==> src/rtl/text_render_pkg.sv <==
// Shared types and constants for the scaled text overlay.
package text_render_pkg;

  localparam int FONT_W = 8;
  localparam int FONT_H = 16;
  localparam logic [6:0] ASCII_SPACE = 7'h20;

  typedef struct packed {
    logic [3:0] r;
    logic [3:0] g;
    logic [3:0] b;
  } rgb12_t;

  typedef enum logic {
    SHOW = 1'b0,
    HIDE = 1'b1
  } blink_state_t;

  // Split a packed {R,G,B} 12-bit colour into its channel struct.
  function automatic rgb12_t rgb_unpack(input logic [11:0] rgb);
    rgb12_t c;
    c.r = rgb[11:8];
    c.g = rgb[7:4];
    c.b = rgb[3:0];
    return c;
  endfunction

endpackage

==> src/rtl/text_char_buffer.sv <==
// Double-buffered glyph store: game logic writes the pending copy at any time,
// the display copy and visible length are swapped in only at frame_start so a
// frame never shows a half-written message.
module text_char_buffer
  import text_render_pkg::*;
#(
  parameter int MAX_CHARS = 16,
  parameter int IDX_W     = 4,
  parameter int LEN_W     = 5
) (
  input  logic             clk,
  input  logic             reset,
  input  logic             frame_start,
  input  logic             wr_en,
  input  logic [IDX_W-1:0] wr_idx,
  input  logic [6:0]       wr_char,
  input  logic [LEN_W-1:0] msg_len,
  input  logic [10:0]      rd_idx,
  output logic [6:0]       rd_char,
  output logic [LEN_W-1:0] len
);

  logic [6:0] pending [MAX_CHARS];
  logic [6:0] display [MAX_CHARS];

  // Pending copy: out-of-range slot indices are dropped.
  always_ff @(posedge clk) begin
    if (reset) begin
      for (int i = 0; i < MAX_CHARS; i++) pending[i] <= ASCII_SPACE;
    end else if (wr_en && (32'(wr_idx) < MAX_CHARS)) begin
      pending[wr_idx] <= wr_char;
    end
  end

  // Commit on frame_start; a same-clock write is not yet visible here, so the old pending copy is taken.
  always_ff @(posedge clk) begin
    if (reset) begin
      for (int i = 0; i < MAX_CHARS; i++) display[i] <= ASCII_SPACE;
      len <= '0;
    end else if (frame_start) begin
      for (int i = 0; i < MAX_CHARS; i++) display[i] <= pending[i];
      len <= (msg_len > LEN_W'(MAX_CHARS)) ? LEN_W'(MAX_CHARS) : msg_len;
    end
  end

  assign rd_char = (rd_idx < 11'(MAX_CHARS)) ? display[rd_idx[IDX_W-1:0]] : ASCII_SPACE;

endmodule

==> src/rtl/text_banner_renderer.sv <==
// Scaled ASCII banner overlay: maps the beam position to a glyph/font row,
// fetches it from the synchronous font ROM and emits a registered colour two
// clocks after DrawX/DrawY, with optional frame-counted blinking.
module text_banner_renderer
  import text_render_pkg::*;
#(
  parameter int          MAX_CHARS    = 16,
  parameter int          SCALE_LOG2   = 2,
  parameter int          X0           = 100,
  parameter int          Y0           = 100,
  parameter int          BLINK_FRAMES = 30,
  parameter logic [11:0] FG_RGB       = 12'hEEC,
  parameter logic [11:0] BG_RGB       = 12'h362,
  localparam int         IDX_W        = (MAX_CHARS > 1) ? $clog2(MAX_CHARS) : 1,
  localparam int         LEN_W        = $clog2(MAX_CHARS + 1),
  localparam int         CNT_W        = (BLINK_FRAMES > 1) ? $clog2(BLINK_FRAMES) : 1
) (
  input  logic             clk,
  input  logic             reset,
  input  logic             frame_start,
  input  logic [9:0]       DrawX,
  input  logic [9:0]       DrawY,
  input  logic             wr_en,
  input  logic [IDX_W-1:0] wr_idx,
  input  logic [6:0]       wr_char,
  input  logic [LEN_W-1:0] msg_len,
  input  logic             blink_en,
  output logic [10:0]      font_address,
  input  logic [7:0]       font_data,
  output logic [3:0]       Red,
  output logic [3:0]       Green,
  output logic [3:0]       Blue
);

  localparam int GLYPH_SH = $clog2(FONT_W) + SCALE_LOG2;

  logic [LEN_W-1:0] len;
  logic [6:0]       rd_char;
  logic [10:0]      dx, dy, ci;
  logic [15:0]      box_w;
  logic             in_box;
  logic [2:0]       fx;
  logic [3:0]       fy;

  logic             vld_p1;
  logic             in_box_p1;
  logic [2:0]       fx_p1;
  rgb12_t           pix_p2;

  blink_state_t     blink_state;
  logic [CNT_W-1:0] blink_cnt;
  logic             visible;

  text_char_buffer #(
    .MAX_CHARS (MAX_CHARS),
    .IDX_W     (IDX_W),
    .LEN_W     (LEN_W)
  ) u_buf (
    .clk         (clk),
    .reset       (reset),
    .frame_start (frame_start),
    .wr_en       (wr_en),
    .wr_idx      (wr_idx),
    .wr_char     (wr_char),
    .msg_len     (msg_len),
    .rd_idx      (ci),
    .rd_char     (rd_char),
    .len         (len)
  );

  // Stage 0: box test and glyph/row/column decode, subtractions kept in 11 bits
  assign dx     = {1'b0, DrawX} - 11'(X0);
  assign dy     = {1'b0, DrawY} - 11'(Y0);
  assign box_w  = 16'(len) << GLYPH_SH;
  assign in_box = (DrawX >= 10'(X0)) && ({5'd0, dx} < box_w) &&
                  (DrawY >= 10'(Y0)) && (dy < 11'(FONT_H << SCALE_LOG2));
  assign ci     = dx >> GLYPH_SH;
  assign fx     = 3'(dx >> SCALE_LOG2);
  assign fy     = 4'(dy >> SCALE_LOG2);
  assign font_address = in_box ? {rd_char, fy} : 11'd0;

  // Stage 1: align box flag and column with the ROM's one-clock read latency
  always_ff @(posedge clk) begin
    if (reset) vld_p1 <= 1'b0;
    else       vld_p1 <= 1'b1;
    in_box_p1 <= in_box;
    fx_p1     <= fx;
  end

  // Stage 2: pick foreground where the glyph bit is set, black until the pipe has filled
  always_ff @(posedge clk) begin
    if (reset)                                              pix_p2 <= '0;
    else if (!vld_p1)                                       pix_p2 <= '0;
    else if (in_box_p1 && visible && font_data[3'd7 - fx_p1]) pix_p2 <= rgb_unpack(FG_RGB);
    else                                                    pix_p2 <= rgb_unpack(BG_RGB);
  end

  assign Red   = pix_p2.r;
  assign Green = pix_p2.g;
  assign Blue  = pix_p2.b;

  // Blink FSM: frame counter wraps every BLINK_FRAMES and flips SHOW/HIDE; forced to SHOW when disabled
  always_ff @(posedge clk) begin
    if (reset || !blink_en) begin
      blink_cnt   <= '0;
      blink_state <= SHOW;
    end else if (frame_start) begin
      if (blink_cnt == CNT_W'(BLINK_FRAMES - 1)) begin
        blink_cnt   <= '0;
        blink_state <= (blink_state == SHOW) ? HIDE : SHOW;
      end else begin
        blink_cnt <= blink_cnt + 1'b1;
      end
    end
  end

  assign visible = (blink_state == SHOW);

endmodule

==> config.mk <==
export PLATFORM = sky130hd
export DESIGN_NAME = text_banner_renderer
export DESIGN_NICKNAME = d
export VERILOG_FILES = /design/src/rtl/text_render_pkg.sv /design/src/rtl/text_char_buffer.sv /design/src/rtl/text_banner_renderer.sv
export SDC_FILE = /design/constraint.sdc
export NUM_CORES = 1
export LEC_CHECK = 0
export ABC_AREA = 1
export CAP_MARGIN = 30
export CORE_UTILIZATION = 59
export CTS_CLUSTER_SIZE = 30
export DETAILED_ROUTE_END_ITERATION = 6
export PLACE_DENSITY = 0.83
export SLEW_MARGIN = 20
export SYNTH_ARGS = -nofsm -noshare
export SYNTH_HDL_FRONTEND = slang
export SYNTH_SLANG_ARGS = --single-unit
==> constraint.sdc <==
create_clock -name clk -period 5 [get_ports clk]
set_input_delay 0.75 -clock clk [delete_from_list [all_inputs] [get_ports clk]]
set_output_delay 0.75 -clock clk [all_outputs]
set_load 0.01 [all_outputs]
==> impl_table.tex <==
\begin{tabular}{lr}
\hline
Metric & Value \\
\hline
\multicolumn{2}{l}{\textbf{Routing}} \\
\quad Count of nets left with antenna violations after detail routing & 0 \\
\quad Post-route DRC & 0 \\
\quad Number of design-rule violations left by the first detailed-router iteration & 702 \\
\quad Per-cell routed wire length & around 17 um \\
\quad Detailed Routing Iterations Pass 1 & 7 \\
\quad Average vias per placed instance & 5.36 \\
\quad Total wire length & about 23 mm \\
\quad Via count of the routed design & approximately 7400 \\
\multicolumn{2}{l}{\textbf{Timing}} \\
\quad Number of endpoints with negative hold slack in the final report & 0 \\
\quad Slew at the pin with the worst max-slew slack & 910 ps \\
\quad RSZ-0062 raised after global routing & no \\
\quad Ratio of final minimum period to clock period & 92.5\% \\
\quad Tmin final & around 4600 ps \\
\quad Count of final max-slew check failures & 0 \\
\quad Fmax & approximately 0.22 GHz \\
\quad Setup tns final & 0 ps \\
\quad Final Setup Violations & 0 \\
\quad Worst clock skew & slightly above 10 ps \\
\quad Slew Limit Headroom & 39.3\% \\
\quad Post-layout worst setup margin & approximately 380 ps \\
\multicolumn{2}{l}{\textbf{Finish}} \\
\quad Layout Utilization & 69.0\% \\
\quad Number of diodes added for antenna fixing & 0 \\
\quad P\&R area growth vs syn & 14.6\% \\
\quad Share of cells above drive strength 1 & 6.60\% \\
\quad Commonest cells after routing, fill and taps aside & nor2\_1 (236), edfxtp\_1 (224), inv\_1 (178) \\
\quad \# nets final & 1191 \\
\quad Leading cell type in the layout, fill and taps excluded & nor2\_1 \\
\quad Final instance area & 0.0124 mm\^{}2 \\
\quad Final Non-Filler Cells & 1380 \\
\multicolumn{2}{l}{\textbf{Yosys}} \\
\quad Cells after Synth & 1077 \\
\quad Sequential area share after synthesis & 65.7\% \\
\quad Post-synthesis register bit count & 243 \\
\quad Cell type contributing the most total cell area after synthesis & edfxtp\_1 \\
\quad Yosys cell types & 35 \\
\quad Top cell type's share of synthesized area & 62.2\% \\
\quad Yosys warns & 0 \\
\quad Average instance area after synthesis & 10.0 um\^{}2 \\
\quad Largest cells by area after synthesis & edfxtp\_1 (62\%), nor2\_1 (8.2\%), inv\_1 (6.2\%) \\
\quad Cell area after technology mapping & 0.0108 mm\^{}2 \\
\multicolumn{2}{l}{\textbf{Place}} \\
\quad Count of buffers inserted at the top-level ports & 67 \\
\quad Dpl hpwl & 14.5 mm \\
\quad Placed cell areas & between 0.01 and 0.015 mm\^{}2 \\
\quad Count of placed standard cells including taps & 1336 \\
\quad Worst slack, placed & just under 400 ps \\
\quad Routability congestion estimate from global placement & 0.830 \\
\multicolumn{2}{l}{\textbf{Setup path}} \\
\quad Reg2Reg Setup Slack & roughly 3600 ps \\
\quad Startpoint of the most critical register-to-register path & u\_buf.len[4] \\
\quad Largest fanout on the critical path & 8 \\
\quad Endpoint kind of the worst setup timing path & output port \\
\quad Classification of the worst setup path & in -> out \\
\quad End point of the critical path & font\_address[5] \\
\quad Worst R2R End & in\_box\_p1 \\
\quad Register-to-Register Path Depth & 9 \\
\quad Critical Path Start Type & primary input \\
\quad Arrival time of the worst setup path & 3870 ps \\
\quad Start point of the critical path & DrawX[2] \\
\quad Required time of the worst setup path & 4250 ps \\
\multicolumn{2}{l}{\textbf{Die}} \\
\quad FP Rows & 49 \\
\quad Standard cell core area & 0.0180 mm\^{}2 \\
\quad Die Y & between 100 and 150 um \\
\quad Floorplan die width & 137 um \\
\quad Total die area & roughly 0.019 mm\^{}2 \\
\quad Number of I/O pins & 72 \\
\quad Effective utilization at floorplan & between 60 and 70\% \\
\multicolumn{2}{l}{\textbf{Clock network}} \\
\quad Number of CTS-inserted buffers & 24 \\
\quad CTS H-Tree Depth & 1 \\
\quad Number of gates resized after CTS & 0 \\
\quad CTS tree & built \\
\quad Hold-fix buffers, CTS & 0 \\
\quad Clock Tree Buf Depth & 3 \\
\quad Number of sinks handled by clock tree synthesis & between 200 and 250 \\
\quad Reg clk slew, reported paths & around 60 ps \\
\quad Master cell of the clock root buffer & clkbuf\_16 \\
\quad Clk\_lat worst skew & 520 ps \\
\quad Number of post-CTS setup repair buffers & 0 \\
\multicolumn{2}{l}{\textbf{Pwr}} \\
\quad Power per cell area & 374 mW/mm\^{}2 \\
\quad Leakage & 0.00528 uW \\
\quad Largest vdd supply drop & 0.454 mV \\
\multicolumn{2}{l}{\textbf{Min path}} \\
\quad Hold Path Class & reg -> reg \\
\multicolumn{2}{l}{\textbf{GRT}} \\
\quad All-layer global routing usage & 25.1\% \\
\quad Vias in the first global route & slightly above 7000 \\
\quad Initial antenna violation count & 0 \\
\quad GRT overflow & 0 \\
\quad Maximum number of pins on one net before global-route repair & 56 \\
\quad First-pass GRT wire length & 35.1 mm \\
\multicolumn{2}{l}{\textbf{Flow run}} \\
\quad Max-cap check violation count & 0 \\
\multicolumn{2}{l}{\textbf{Outcome}} \\
\quad Result of the run & completed \\
\hline
\end{tabular}
## per-layer routing
layer / track usage (%) / vias to the layer above / part of all wire, %
met4: 11.5 / 0 / 3.9
met2: 42.8 / 343 / 48
met1: 31.2 / 3448 / 39
met5: 0 / - / 0
met3: 4.45 / 70 / 9.3
li1: - / 3533 / -
## worst min-delay path by stage
stage / slack, ps / cells past startpoint / endpoint / start
detailed placement: 450 / 2 / Red[1] / vld_p1
global placement: 430 / 2 / Red[1] / vld_p1
CTS: 450 / 2 / Red[1] / vld_p1
global route: 480 / 2 / Red[2] / vld_p1
floorplan: 420 / 2 / Red[2] / vld_p1
finish: 450 / 2 / Red[1] / vld_p1
## cell usage after synthesis, drive strengths merged
cell type / count
a211oi: 1
a21oi: 5
a31oi: 1
buf: 27
clkbuf: 21
clkinv: 1
conb: 1
dfxtp: 19
edfxtp: 224
ha: 9
inv: 183
nand2: 182
nand3: 121
nand4: 2
nor2: 237
nor3: 5
nor4: 1
o2111ai: 1
o21ai: 10
o21bai: 1
o221ai: 1
o22ai: 1
or2: 17
xnor2: 1
xor2: 5
## cells by family after synthesis
group	Yosys count	share of synthesized area [%]
compound gates	21	1.11
xor+xnor	6	0.833
fa+ha+maj	9	1.04
buf+inv	232	9.14
flops	243	65.7
other cells	1	0.0347
simple gates	565	22.1
## per-stage QoR
stage	hold slack, ps	total power [uW]
finish	455	4630
global route	483	4740
CTS	454	4630
detailed placement	446	2820
global placement	429	2800
floorplan	422	2680
## report_power, final
part / switching (uW) / internal [uW] / total [uW]
sequential: 35.0 / 2340 / 2380
clock: 725 / 1120 / 1840
combinational: 274 / 133 / 407
total: 1030 / 3590 / 4630
## registers in the layout, indices dropped and copies added, names as in the netlist
register,flops
u_buf.len,5
u_buf.display,112
in_box_p1,1
u_buf.pending,112
blink_state,1
blink_cnt,5
fx_p1,3
Red,3
vld_p1,1
## critical path, stage by stage
cell	delay, ps
clkdlybuf4s50_1	490
inv_1	140
ha_1	250
nand2_1	110
nand2_2	90
nand2_1	150
xor2_4	280
inv_2	130
ha_1	310
a21oi_1	140
nand2_1	60
nand2_1	80
nand3_1	190
nor2_1	150
clkdlybuf4s50_1	550
## area by class of cell
class	count	area (um^2)
Fill cell	1228	5580
Clock inverter	13	155
Multi-Input combinational cell	603	2730
Sequential cell	243	7110
Clock buffer	31	648
Inverter	184	692
Timing Repair Buffer	77	771
Tap cell	229	287
(Power assumes the default switching activity.)
